File: src/rtl/bcd_subtractor_seq.sv
// Two-digit BCD subtractor with start/done handshake: returns |A-B| as BCD digits,
// a sign flag for A < B, and an error flag when any latched digit exceeds 9.
module bcd_subtractor_seq (
  input  logic       clk,
  input  logic       rst_n,
  input  logic       start,
  input  logic [3:0] A1,
  input  logic [3:0] A0,
  input  logic [3:0] B1,
  input  logic [3:0] B0,
  output logic [3:0] D1,
  output logic [3:0] D0,
  output logic       neg,
  output logic       err,
  output logic       busy,
  output logic       done
);

  typedef enum logic [2:0] {
    S_IDLE,
    S_CHECK,
    S_SUB0,
    S_SUB1,
    S_DONE
  } state_t;

  state_t state, state_nx;
  logic   take;

  logic [3:0] a1, a0, b1, b0;
  logic [3:0] x1, x0, y1, y0;
  logic [3:0] d0_r;
  logic       borrow, sign, err_f;

  logic              a_lt_b, bad_digit;
  logic signed [4:0] t0, t0_adj, t1;

  assign a_lt_b    = (a1 < b1) || ((a1 == b1) && (a0 < b0));
  assign bad_digit = (a1 > 4'd9) || (a0 > 4'd9) || (b1 > 4'd9) || (b0 > 4'd9);

  assign t0     = signed'({1'b0, x0}) - signed'({1'b0, y0});
  assign t0_adj = t0 + 5'sd10;
  assign t1     = signed'({1'b0, x1}) - signed'({1'b0, y1}) - signed'({4'b0000, borrow});

  always_ff @(posedge clk or negedge rst_n) begin
    if (!rst_n) state <= S_IDLE;
    else        state <= state_nx;
  end

  // A request seen in DONE is accepted directly so a held start yields one
  // operation every 4 clocks.
  always_comb begin
    state_nx = state;
    take     = 1'b0;
    unique case (state)
      S_IDLE: begin
        if (start) begin
          take     = 1'b1;
          state_nx = S_CHECK;
        end
      end
      S_CHECK: state_nx = S_SUB0;
      S_SUB0:  state_nx = S_SUB1;
      S_SUB1:  state_nx = S_DONE;
      S_DONE: begin
        if (start) begin
          take     = 1'b1;
          state_nx = S_CHECK;
        end else begin
          state_nx = S_IDLE;
        end
      end
      default: state_nx = S_IDLE;
    endcase
  end

  assign busy = (state != S_IDLE);
  assign done = (state == S_DONE);

  always_ff @(posedge clk or negedge rst_n) begin
    if (!rst_n) begin
      a1     <= '0;
      a0     <= '0;
      b1     <= '0;
      b0     <= '0;
      x1     <= '0;
      x0     <= '0;
      y1     <= '0;
      y0     <= '0;
      d0_r   <= '0;
      borrow <= 1'b0;
      sign   <= 1'b0;
      err_f  <= 1'b0;
      D1     <= '0;
      D0     <= '0;
      neg    <= 1'b0;
      err    <= 1'b0;
    end else begin
      if (take) begin
        a1 <= A1;
        a0 <= A0;
        b1 <= B1;
        b0 <= B0;
      end
      unique case (state)
        S_CHECK: begin
          err_f <= bad_digit;
          sign  <= a_lt_b;
          if (a_lt_b) begin
            x1 <= b1;
            x0 <= b0;
            y1 <= a1;
            y0 <= a0;
          end else begin
            x1 <= a1;
            x0 <= a0;
            y1 <= b1;
            y0 <= b0;
          end
        end
        S_SUB0: begin
          if (t0[4]) begin
            d0_r   <= t0_adj[3:0];
            borrow <= 1'b1;
          end else begin
            d0_r   <= t0[3:0];
            borrow <= 1'b0;
          end
        end
        S_SUB1: begin
          if (err_f) begin
            D1  <= '0;
            D0  <= '0;
            neg <= 1'b0;
            err <= 1'b1;
          end else begin
            D1  <= t1[3:0];
            D0  <= d0_r;
            neg <= sign;
            err <= 1'b0;
          end
        end
        default: ;
      endcase
    end
  end

endmodule

File: config.mk
export PLATFORM = sky130hd
export DESIGN_NAME = bcd_subtractor_seq
export DESIGN_NICKNAME = d
export VERILOG_FILES = /design/src/rtl/bcd_subtractor_seq.sv
export SDC_FILE = /design/constraint.sdc
export NUM_CORES = 1
export LEC_CHECK = 0
export ABC_AREA = 0
export CAP_MARGIN = 20
export CORE_MARGIN = 2
export CORE_UTILIZATION = 35
export CTS_CLUSTER_DIAMETER = 30
export DETAILED_ROUTE_END_ITERATION = 10
export GPL_ROUTABILITY_DRIVEN = 0
export PLACE_DENSITY = 0.66
export SKIP_CTS_REPAIR_TIMING = 1
export SLEW_MARGIN = 20
export SYNTH_ARGS = -nofsm -noshare
export SYNTH_HDL_FRONTEND = slang
export SYNTH_SLANG_ARGS = --single-unit
export TNS_END_PERCENT = 100
File: constraint.sdc
create_clock -name clk -period 6.9 [get_ports clk]
set_clock_uncertainty 0.2 [all_clocks]
set_input_delay 1.38 -clock clk [delete_from_list [all_inputs] [get_ports clk]]
set_output_delay 1.38 -clock clk [all_outputs]
set_load 0.05 [all_outputs]
==> flow_summary.json <==
{
  "hold_depth": 2,
  "htree_levels": 2,
  "dp.cells": 400,
  "r2r_start": "a0[3]",
  "power_mw": 1.83,
  "synth_warnings": 0,
  "diodes": 0,
  "cp-end-kind": "output port",
  "async_reset_ff_frac": 1.00,
  "grt_max_degree": 53,
  "syn_area_per_cell_um2": 10.3,
  "post-synth-top-count-cell": "dfrtp_1",
  "period_share": 0.498,
  "cp_cell_sequence": "nor2_1, and2_1, clkdlybuf4s50_1",
  "post-synth-top-area-fraction": 0.448,
  "grt_first_pass_wirelength_um": 10100,
  "synth-edff-count": 0,
  "r2r_cells": 5,
  "synth_cells": 283,
  "highest_layer": "met4",
  "critical_path_class": "flop to output port",
  "grt_pass1_vias": 2112,
  "p_leak_nw": 1.43,
  "synthMuxAreaShare": 0.0460,
  "cp_slowest_stage_delay_ns": 0.79,
  "synthAdderAreaFrac": 0.0826,
  "hold_slack_ns": 0.282,
  "synthSimpleGateAreaFrac": 0.136,
  "wirelength_um": 5650,
  "r2r-end": "x0[2]",
  "final.setup.tns_ns": 0,
  "n_fill_cell": 821,
  "cts_tree": "done",
  "area_growth_pct": 14.8,
  "vias": 2070,
  "whs_endpoint": "D1[0]",
  "dr_wl_met2_um": 2470,
  "path_max_fanout": 6,
  "dr_wl_met3_um": 259,
  "yosysUniqueCellTypes": 44,
  "rsz0062_at_grt": "no",
  "synthFlopType": "dfrtp_1",
  "die-area_mm2": 0.00905,
  "drc": 0,
  "yosysTopAreaCell": "dfrtp_1",
  "fin_crit_ns": 3.44,
  "worst-path-buf-inv": 1,
  "stdcell_area_mm2": 0.00334,
  "drive_gt1_frac": 0.116,
  "fp.dieW_um": 95.2,
  "ant_nets": 0,
  "report.final.slew_viol_count": 0,
  "netlist_area_mm2": 0.00291,
  "cts.sinks": 52,
  "clkLatencyLatePin_ns": 0.31,
  "post_dp_cell_area_mm2": 0.00325,
  "grt.total_usage": 0.143,
  "coreArea_mm2": 0.00813,
  "arrival_ns": 1.86,
  "setup-violations-final": 0,
  "dpl_worst_slack_ns": 3.57,
  "final_nets": 339,
  "start_util": 0.357,
  "cts_buffer_depth": 2,
  "viasPerCell": 5.07,
  "dr.pass1.iters": 4,
  "root_buffer": "clkbuf_8",
  "critical-path-top-delay-family": "buffers and inverters",
  "grt_antenna_before_repair": 0,
  "fmax_ghz": 0.291,
  "hold_class": "flop to flop",
  "fin_ws_ns": 3.46,
  "syn_nets": 320,
  "synth_top_family_by_area": "compound AO/OA/AOI/OAI gates",
  "hpwl_um": 4040,
  "crit_slowest_cell": "clkdlybuf4s50_1",
  "power_density_mw_per_mm2": 547,
  "cts_buffers": 5,
  "rows": 33,
  "maxCapViolations": 0,
  "synth_seq_cells": 52,
  "yosys-top-cells-area": "dfrtp_1, ha_1, nand2_1, o221ai_1, mux2_2",
  "outcome": "completed",
  "hold_viol_final": 0,
  "portBuffers": 30,
  "drtIter0Drc": 94,
  "final_cells": 408,
  "start_kind": "flop",
  "final_core_util": 0.411,
  "synth_compound_area_frac": 0.191,
  "peakVddDrop_uv": 180,
  "synth_xor_area_frac": 0.0318,
  "die-height_um": 95.2,
  "overflow": 0,
  "ios": 31,
  "clk_pin_slew_ns": 0.09,
  "wl_met1_um": 2810,
  "routedWlPerCell_um": 13.8,
  "slew_headroom": 0.408,
  "required_ns": 5.32,
  "holdCritStartpoint": "D1[0]",
  "worst_pin_slew_ns": 0.887,
  "yosys-top-cells-count": "dfrtp_1, nand2_1, o21ai_0",
  "reg2reg_slack_ns": 4.11,
  "synth-seq-area-share": 0.448
}
area by class of cell:
cell class                      instances  area, µm²  share of cell area
Timing Repair Buffer                   32        318              0.0952
Multi-Input combinational cell        192       1430               0.427
Tap cell                              105        131              0.0393
Clock buffer                            6       82.6              0.0247
Sequential cell                        52       1300               0.390
Inverter                               19       71.3              0.0214
Clock inverter                          2       10.0             0.00300
placed cells by master, fill, tap and decap left out, types with 2 or more instances in the layout:
cell             instances
dfrtp_1                 52
nand2_1                 48
clkdlybuf4s50_1         29
o21ai_0                 20
inv_1                   19
o221ai_1                16
ha_1                    16
and2_1                  11
mux2_2                  11
nor2_1                   9
o211ai_1                 8
o221ai_2                 7
nand2b_1                 6
xnor2_1                  6
clkbuf_8                 6
a21o_1                   4
xor2_1                   2
a22o_1                   2
o211ai_2                 2
o31ai_1                  2
fa_1                     2
clkinv_2                 2
metal layers:
layer,GRT usage,vias up
met1,0.194,988
met3,0.0261,10
met4,0.0507,0
met2,0.229,44
met5,0,-
li1,-,1028
where the power goes:
part	leakage, nW	internal [mW]	switching (mW)	total (mW)
Sequential	0.647	0.449	0.113	0.563
Clock	0.0510	0.0803	0.101	0.181
Combinational	0.735	0.452	0.630	1.08
Total	1.43	0.981	0.844	1.83
flip-flops by register name (all words and copies together) (netlist names), 3 cells and up:
name,cells
D0,4
D1,4
a0,4
a1,4
b0,4
b1,4
d0_r,4
x0,4
x1,4
y0,4
y1,4
state,3
kinds of logic after synthesis:
| kind of cell | count (synthesis) |
|---|---|
| compound gates | 69 |
| xor+xnor | 9 |
| fa+ha+maj | 18 |
| buf+inv | 39 |
| flops | 52 |
| mux | 12 |
| simple gates | 84 |
worst reg2reg max path, stage by stage (launching register included):
cell      delay [ns]
dfrtp_1         0.44
ha_1            0.33
o211ai_1        0.11
nor2_2          0.54
o22a_1          0.83
o211ai_1        0.20
worst max path at each step:
stage | cells after the start | from | end | slack [ns]
global placement | 3 | start | a0[2] | 3.65
detailed placement | 3 | start | a0[2] | 3.57
finish | 3 | state[1] | done | 3.46
global route | 3 | state[1] | done | 3.35
CTS | 3 | state[1] | done | 3.44
floorplan | 4 | start | a0[0] | 4.34
Power figures use the tool's default switching activity.
